**src/rtl/mdu_pkg.sv**
```systemverilog
`default_nettype none
// ============================================================================
// Module      : mdu_pkg
// Description : Shared op encodings, FSM state type and helpers for the
//               multiply/divide unit controller.
// Revision    : 1.0 - initial release
// ============================================================================
package mdu_pkg;

  localparam logic [1:0] MDU_MUL = 2'b01;
  localparam logic [1:0] MDU_DIV = 2'b10;

  localparam int DIV_CYCLES_DEFAULT = 32;

  typedef enum logic [1:0] {
    IDLE   = 2'd0,
    MUL    = 2'd1,
    DIV_ON = 2'd2,
    DONE   = 2'd3
  } mdu_state_e;

  // Magnitude of a 32-bit operand; only negated when treated as signed.
  function automatic logic [31:0] mag32(input logic [31:0] v, input logic sgn);
    return (sgn && v[31]) ? (~v + 32'd1) : v;
  endfunction

endpackage
`default_nettype wire

```
**src/rtl/div_step.sv**
```systemverilog
`default_nettype none
// ============================================================================
// Module      : div_step
// Description : One combinational restoring-division iteration. quo_i holds
//               the remaining dividend bits (MSB next) with quotient bits
//               shifted in at the LSB.
// Revision    : 1.0 - initial release
// ============================================================================
module div_step (
  input  logic [31:0] rem_i,
  input  logic [31:0] dvs_i,
  input  logic [31:0] quo_i,
  output logic [31:0] rem_o,
  output logic [31:0] quo_o
);

  logic [32:0] shift_w;
  logic [32:0] trial_w;

  // Bring down the next dividend bit; the partial remainder is always below
  // the divisor, so the shifted value fits in 33 bits.
  assign shift_w = {rem_i, quo_i[31]};
  assign trial_w = shift_w - {1'b0, dvs_i};

  // Keep the difference when it did not borrow, otherwise restore.
  always_comb begin
    rem_o = shift_w[31:0];
    quo_o = {quo_i[30:0], 1'b0};
    if (!trial_w[32]) begin
      rem_o = trial_w[31:0];
      quo_o = {quo_i[30:0], 1'b1};
    end
  end

endmodule
`default_nettype wire

```
**src/rtl/mdu_ctrl.sv**
```systemverilog
`default_nettype none
// ============================================================================
// Module      : mdu_ctrl
// Description : Multiply/divide unit controller. Single-cycle registered
//               multiply, iterative restoring divide, HI/LO result holding,
//               pipeline stall and annul handling.
// Revision    : 1.0 - initial release
// ============================================================================
module mdu_ctrl
  import mdu_pkg::*;
#(
  parameter int DIV_CYCLES = DIV_CYCLES_DEFAULT
) (
  input  logic        clk,
  input  logic        rst,
  input  logic        start_i,
  input  logic [1:0]  op_i,
  input  logic        sign_i,
  input  logic        annul_i,
  input  logic [31:0] opa_i,
  input  logic [31:0] opb_i,
  output logic        stall_o,
  output logic        busy_o,
  output logic        result_valid_o,
  output logic [31:0] hi_o,
  output logic [31:0] lo_o
);

  localparam int CW = (DIV_CYCLES > 1) ? $clog2(DIV_CYCLES) : 1;

  mdu_state_e state_q, state_d;
  logic [CW-1:0] cnt_q, cnt_d;
  logic          accept_w;
  logic          last_w;

  // opa_q: multiplicand, or dividend magnitude shifting into quotient.
  // opb_q: multiplier, or divisor magnitude.
  logic [31:0] opa_q, opb_q, rem_q;
  logic        sign_q, negq_q, negr_q;
  logic [31:0] res_hi_q, res_lo_q;   // result of the op in flight
  logic [31:0] hi_q, lo_q;           // last committed result
  logic [31:0] step_rem_w, step_quo_w;
  logic signed [65:0] prod_w;
  logic        prod_unused;

  assign last_w = (cnt_q == CW'(DIV_CYCLES - 1));

  // Extended 33-bit operands make one signed multiplier cover both modes.
  assign prod_w = $signed({sign_q & opa_q[31], opa_q}) *
                  $signed({sign_q & opb_q[31], opb_q});
  assign prod_unused = ^prod_w[65:64];

  div_step u_div_step (
    .rem_i (rem_q),
    .dvs_i (opb_q),
    .quo_i (opa_q),
    .rem_o (step_rem_w),
    .quo_o (step_quo_w)
  );

  // State and iteration counter.
  always_ff @(posedge clk or posedge rst) begin
    if (rst) begin
      state_q <= IDLE;
      cnt_q   <= '0;
    end else begin
      state_q <= state_d;
      cnt_q   <= cnt_d;
    end
  end

  // Next state, accept qualification, stall and result pulse.
  always_comb begin
    state_d        = state_q;
    cnt_d          = cnt_q;
    accept_w       = 1'b0;
    stall_o        = 1'b0;
    result_valid_o = 1'b0;
    case (state_q)
      IDLE: begin
        if (start_i && !annul_i && (op_i == MDU_MUL || op_i == MDU_DIV)) begin
          accept_w = 1'b1;
          stall_o  = 1'b1;
          cnt_d    = '0;
          if (op_i == MDU_MUL)    state_d = MUL;
          else if (opb_i == '0)   state_d = DONE;
          else                    state_d = DIV_ON;
        end
      end
      MUL: begin
        stall_o = 1'b1;
        state_d = annul_i ? IDLE : DONE;
      end
      DIV_ON: begin
        stall_o = 1'b1;
        if (annul_i) begin
          state_d = IDLE;
          cnt_d   = '0;
        end else if (last_w) begin
          state_d = DONE;
          cnt_d   = '0;
        end else begin
          cnt_d   = cnt_q + CW'(1);
        end
      end
      DONE: begin
        result_valid_o = !annul_i;
        state_d        = IDLE;
      end
      default: state_d = IDLE;
    endcase
  end

  assign busy_o = (state_q != IDLE);
  // In DONE the fresh result is shown; otherwise the committed one, which
  // is why an annulled op never disturbs HI/LO.
  assign hi_o = (state_q == DONE) ? res_hi_q : hi_q;
  assign lo_o = (state_q == DONE) ? res_lo_q : lo_q;

  // Operand capture, multiply/divide datapath and result commit.
  always_ff @(posedge clk or posedge rst) begin
    if (rst) begin
      opa_q    <= '0;
      opb_q    <= '0;
      rem_q    <= '0;
      sign_q   <= 1'b0;
      negq_q   <= 1'b0;
      negr_q   <= 1'b0;
      res_hi_q <= '0;
      res_lo_q <= '0;
      hi_q     <= '0;
      lo_q     <= '0;
    end else begin
      if (accept_w) begin
        sign_q <= sign_i;
        rem_q  <= '0;
        if (op_i == MDU_MUL) begin
          opa_q <= opa_i;
          opb_q <= opb_i;
        end else begin
          opa_q  <= mag32(opa_i, sign_i);
          opb_q  <= mag32(opb_i, sign_i);
          negq_q <= sign_i & (opa_i[31] ^ opb_i[31]);
          negr_q <= sign_i & opa_i[31];
          if (opb_i == '0) begin
            res_hi_q <= opa_i;
            res_lo_q <= '1;
          end
        end
      end else if (state_q == MUL) begin
        res_hi_q <= prod_w[63:32];
        res_lo_q <= prod_w[31:0];
      end else if (state_q == DIV_ON) begin
        rem_q <= step_rem_w;
        opa_q <= step_quo_w;
        if (last_w) begin
          res_lo_q <= negq_q ? (~step_quo_w + 32'd1) : step_quo_w;
          res_hi_q <= negr_q ? (~step_rem_w + 32'd1) : step_rem_w;
        end
      end
      if (result_valid_o) begin
        hi_q <= res_hi_q;
        lo_q <= res_lo_q;
      end
    end
  end

endmodule
`default_nettype wire

```
**config.mk**
```make
export PLATFORM = sky130hd
export DESIGN_NAME = mdu_ctrl
export DESIGN_NICKNAME = d
export VERILOG_FILES = /design/src/rtl/mdu_pkg.sv /design/src/rtl/div_step.sv /design/src/rtl/mdu_ctrl.sv
export SDC_FILE = /design/constraint.sdc
export NUM_CORES = 2
export LEC_CHECK = 0
export CORE_MARGIN = 10
export CORE_UTILIZATION = 40
export CTS_CLUSTER_SIZE = 28
export DETAILED_ROUTE_END_ITERATION = 6
export SYNTH_ARGS = -nofsm -noshare
export SYNTH_HDL_FRONTEND = slang
export SYNTH_SLANG_ARGS = --single-unit
```
**constraint.sdc**
```tcl
create_clock -name clk -period 11.8 [get_ports clk]
set_input_delay 1.18 -clock clk [delete_from_list [all_inputs] [get_ports clk]]
set_output_delay 1.18 -clock clk [all_outputs]
set_load 0.02 [all_outputs]
```
# Word level (Yosys, flattened, before mapping)
# Cells that the tools add are included.
# op_classes
addsub,6
mul,1
n_eq_ne,11
muxes,43
bitwise_logic,10
n_reduce_logical,19
# ops
op,n
$mux 32,27
$add 32x1->32 const B,4
$not 32->32,4
$mul 33x33->64,1
$sub 33x32->33,1
$logic_not 32->1,1
$mux 5,3
$mux 2,5
$pmux 5 s2,1
$pmux 2 s4,1
$reduce_and 2->1,4
$eq 2x2->1 const B,3
$ne 2x2->1 const B,3
$reduce_bool 2->1,3
$reduce_bool 3->1,2
$add 5x1->5 const B,1
$eq 5x5->1 const B,1
$mux 1,5
$and 1x1->1,4
$eq 2x1->1 const B,2
$logic_and 1x1->1,4
$reduce_and 4->1,1
$ne 3x3->1 const B,1
$logic_not 2->1,1
7 further kinds,7
# word_totals
ff_bits,234
in_bits,71
out_inout_bits,67
word_cells,102

# Longest topological paths before layout
# logic_depth
depth_word,9
mapped_depth,32
ltp_nobuf,30

# Hierarchy
# Synthesis repeated with hierarchy kept, for this count alone.
# unflattened
hier_cells,6023
area_unflattened_um2,53846.6
# modules_own_cells
mod,n_inst,cells_per_inst,area_each_um2,seq_area_each_um2
mdu_ctrl,1,5684,51308.0,5855.6
div_step,1,339,2538.7,0.0

# Worst setup path before layout
# No wires, ideal clock.
# synth_timing
path_kind,reg2reg
startpoint,reg opa_q[31]
endpoint,reg res_hi_q[29]
setup_time_ns,0.133
t_arrival_ns,8.181
t_required_ns,11.667
slack_ns,3.486
stages_incl_launch_ff,30
n_path_buf,1
period_less_slack_ns,8.314
cell_sequence,dfrtp_1 > and2_1 > clkbuf_1 > nand2_1 > inv_1 > fa_1 > fa_1 > fa_1 > inv_1 > fa_1 > inv_1 > fa_1 > fa_1 > fa_1 > inv_1 > fa_1 > inv_1 > ha_1 > a21oi_1 > o21bai_1 > a21oi_1 > o21ai_0 > a221oi_1 > a21oi_1 > a2111oi_0 > o21ai_1 > a31oi_1 > xnor2_1 > a221oi_1 > o21ai_1
# synth_via
elab_chain_cells,9
elab_cells_between_ends,11
classes_between,2 x add/sub; 1 x mul; 6 x mux; 2 x bitwise
# synth_rtl
element,line,rtl
start: declaration,mdu_ctrl.sv:38,"logic [31:0] opa_q, opb_q, rem_q;"
start signal: assignment,mdu_ctrl.sv:138,opa_q <= opa_i;
start signal: assignment,mdu_ctrl.sv:141,"opa_q <= mag32(opa_i, sign_i);"
start signal: assignment,mdu_ctrl.sv:155,opa_q <= step_quo_w;
$sub 33x32->33,div_step.sv:23,"assign trial_w = shift_w - {1'b0, dvs_i};"
$mux 32,div_step.sv:29,if (!trial_w[32]) begin
$not 32->32,mdu_ctrl.sv:158,res_hi_q <= negr_q ? (~step_rem_w + 32'd1) : step_rem_w;
$add 32x1->32,mdu_ctrl.sv:158,
$mux 32,mdu_ctrl.sv:158,
$mux 32,mdu_ctrl.sv:156,if (last_w) begin
$mux 32,mdu_ctrl.sv:153,end else if (state_q == DIV_ON) begin
$mux 32 (*),mdu_ctrl.sv:150,end else if (state_q == MUL) begin
$mux 32 (*),mdu_ctrl.sv:134,if (accept_w) begin
end signal: assignment,mdu_ctrl.sv:146,res_hi_q <= opa_i;
end signal: assignment,mdu_ctrl.sv:151,res_hi_q <= prod_w[63:32];
end signal: assignment,mdu_ctrl.sv:158,
end: declaration,mdu_ctrl.sv:40,"logic [31:0] res_hi_q, res_lo_q;"
# Mark *: on every way between the ends. The rest lies on a longest branch, timed or not. The select of a mux whose other input is x is not followed.
# A chain may end at the register's enable or synchronous reset.

# Worst setup path in the final report
# layout_timing
startpoint,reg opb_q[14]
endpoint,reg res_hi_q[29]
# layout_via
elab_chain_cells,9
elab_cells_between_ends,10
classes_between,2 x add/sub; 1 x mul; 6 x mux; 1 x bitwise
# layout_rtl
element,line,rtl
start: declaration,mdu_ctrl.sv:38,
start signal: assignment,mdu_ctrl.sv:139,opb_q <= opb_i;
start signal: assignment,mdu_ctrl.sv:142,"opb_q <= mag32(opb_i, sign_i);"
$sub 33x32->33,div_step.sv:23,
$mux 32,div_step.sv:29,
$not 32->32,mdu_ctrl.sv:158,
$add 32x1->32,mdu_ctrl.sv:158,
$mux 32,mdu_ctrl.sv:158,
$mux 32,mdu_ctrl.sv:156,
$mux 32,mdu_ctrl.sv:153,
$mux 32 (*),mdu_ctrl.sv:150,
$mux 32 (*),mdu_ctrl.sv:134,
# Marked as above.

==> summary.md <==
| Metric | Value |
|---|---|
| Status | completed |
| Critical Path Start | opb_q[14] |
| Synth area leader | fa_1 |
| Detail Placement HPWL | 139,000 um |
| Drt total wl | 175,000 um |
| Drt initial violations | 3,130 |
| Hold Path Sink | cnt_q[4] |
| Critical Path Start Type | flop |
| Final worst-path cycle share | 0.869 |
| # resized after CTS | 0 |
| Most used cell, CP | fa_1 |
| FILL cells | 12,900 |
| Initial antenna violation count | 8 |
| Layout Nets | 7,253 |
| Initial DRT Pass Iterations | 5 |
| CP endpoint kind | flop |
| Mapped cell area | 0.0529 mm^2 |
| Actual slew at the worst max-slew pin | 1.22 ns |
| Multi-input gate area | 0.0413 mm^2 |
| Largest stage delay on the critical path | 1.01 ns |
| Reg2reg setup slack | 1.54 ns |
| Clock-pin slew on the worst setup and hold paths | 0.06 ns |
| Die Ht | 384 um |
| Syn Nets | 7,323 |
| TritonCTS Sinks | 234 |
| CTS buffer count | 28 |
| Register bit total from synthesis | 234 |
| Top cell type's share of synthesized area | 0.426 |
| Synth Flop Type | dfrtp_1 |
| Hold path depth | 2 |
| Worst-skew pair later-pin latency | 0.62 ns |
| Reg-to-reg endpoint | res_hi_q[29] |
| First-pass GRT wire length | 271,000 um |
| GPL Wtd Cong | 0.960 |
| Seq/Total Area, Yosys | 0.111 |
| CP delay by family, top | adder cells |
| Proportion of layout cells with a drive suffix above 1 | 0.0579 |
| Final setup fails | 0 |
| Post-CTS Hold Buffers | 0 |
| Worst setup path class | flop to flop |
| RSZ-0062 raised after global routing | no |
| DRC | 0 |
| EDFF count, synth | 0 |
| Top Ports | 138 |
| Setup TNS | 0 ns |
| Area occupied by registers | 0.00586 mm^2 |
| CTS tree | done |
| Fin. Hold Viols | 0 |
| Critical Path AT | 10.72 ns |
| Row count | 133 |
| Crit Path Max Fanout | 23 |
| Vias per cell | 5.40 |
| Max-Slew Margin vs Limit | 0.185 |
| Crit-path slowest cell | dfrtp_1 |
| Period minus WS final | 10.26 ns |
| GRT Overall Usage | 0.239 |
| MaxCap Viol Count | 0 |
| Antenna-violating nets left | 0 |
| Worst reg-to-reg path cell count | 25 |
| Grt ovf | 0 |
| Area Overhead vs Synth | 7.77% |
| Number of setup buffers added after CTS | 0 |
| Horiz. Die Dim | 384 um |
| F_max | 97.5 MHz |
| Largest net degree at the start of global routing | 109 |
| Vias | 40,900 |
| Largest cells by area after synthesis | fa_1, dfrtp_1, inv_1 |
| RR Startpoint | opb_q[14] |
| Synthesized area per cell | 9.02 um^2 |
| Root Buffer | clkbuf_16 |
| Synth cell types | 82 |
| Starting Density | 0.402 |
| Slew Limit Fails | 0 |
| YS warnings | 0 |
| WP data required | 12.27 ns |
| Vias in the first global route | 43,900 |
| Longest Clk Path Bufs | 3 |
| Worst path buffer plus inverter count | 4 |
| Die ar. | 0.147 mm^2 |
| Hold path start | cnt_q[4] |
| Ys async rst share | 1.00 |
| Wire length per cell | 23.1 um |
| H-tree levels | 1 |
| Port buffer count | 137 |
| Clock Skews | 0.0252 ns |
| Core Region | 0.131 mm^2 |
| Synthesized instance count | 5,869 |
| Min-delay worst type | flop to flop |
==> layout by cell type, fill, tap and decap left out, drive strengths merged, types with 25 or more instances in the layout <==
cell           netlist  final
and2               321    321
mux2               131    131
nor2b               25     25
clkdlybuf4s50        0    137
xor2                78     78
clkbuf             294     38
and3                53     53
inv               1192   1194
xnor2              134    134
a21oi              183    183
nand2              903    903
buf                 51    108
fa                1126   1126
o21ai              223    223
nor3                48     48
mux2i               30     30
nor2               190    190
ha                 257    257
a21o                52     52
dfrtp              234    234
nand3               30     30
==> through the flow <==
step           hold slack [ns]  setup slack [ns]  std cells   util  cell area (um^2)
6_report                 0.473              1.54       7576  0.434             57000
2_1_floorplan            0.445              3.49       5869      -             52900
5_1_grt                  0.513              1.29       7574  0.434             57000
3_5_place_dp             0.467              1.78       7524  0.426             56000
3_3_place_gp             0.462              1.87       7524  0.426             56000
4_1_cts                  0.481              1.75       7574  0.434             57000
==> worst max path at each step <==
| stage | depth (start not counted) | slack (ns) | to |
|---|---|---|---|
| 2_1_floorplan | 29 | 3.49 | res_hi_q[29] |
| 3_3_place_gp | 25 | 1.87 | res_hi_q[29] |
| 3_5_place_dp | 28 | 1.78 | res_hi_q[29] |
| 4_1_cts | 28 | 1.75 | res_hi_q[29] |
| 5_1_grt | 25 | 1.29 | res_hi_q[29] |
| 6_report | 25 | 1.54 | res_hi_q[29] |
==> tightest hold or removal path: cells and delay by family, from the launching register on <==
family	cells	cell delay [ns]
flip-flops	1	0.35
AND/OR/NAND/NOR	2	0.10
==> logic make-up (layout without fill, tap and decap cells) <==
family	count (synthesis)	after routing	synth area share
XOR/XNOR	212	212	0.0351
AND/OR/NAND/NOR	1668	1668	0.145
flip-flops	234	234	0.111
other	0	2	0
AO/OA/AOI/OAI	674	674	0.0793
adder cells (fa/ha/maj)	1383	1383	0.487
multiplexers	161	161	0.0336
buffers and inverters	1537	1487	0.110
==> synthesized netlist by cell type (15+ instances only) <==
master / count
inv_1: 1190
nor2b_1: 25
mux2i_1: 30
buf_1: 42
dfrtp_1: 234
a21o_1: 52
a31oi_1: 23
nor3_1: 48
o21ai_0: 211
clkbuf_1: 294
xnor2_1: 134
xor2_1: 78
nand2_1: 903
and3_1: 53
o31ai_1: 24
a21oi_1: 182
nand3_1: 30
nor2_1: 190
o21a_1: 15
and2_1: 319
nand2b_1: 18
fa_1: 1126
mux2_2: 131
ha_1: 257
or3_1: 18
==> registers in the layout (all words and copies together) (netlist names) <==
signal    count
cnt_q         5
hi_q         32
lo_q         32
negq_q        1
negr_q        1
opa_q        32
opb_q        32
rem_q        32
res_hi_q     32
res_lo_q     32
sign_q        1
state_q       2
==> metal layers <==
metal,part of all wire,global-route usage,vias to the layer above
met5,0.00015,0,-
li1,-,-,17600
met2,0.46,0.387,1765
met4,0.056,0.110,4
met3,0.082,0.0414,399
met1,0.41,0.312,21100
==> cell type report <==
class                           instances  area share
Antenna cell                            2   0.0000878
Inverter                             1192      0.0786
Tap cell                             1755      0.0385
Sequential cell                       234       0.103
Timing Repair Buffer                  245      0.0383
Clock buffer                           38      0.0144
Multi-Input combinational cell       4098       0.724
Clock inverter                         12     0.00312
Power is left out: the tool's default activity adds up to more than one toggle a clock period on the data nets, which glitch-free logic cannot reach.
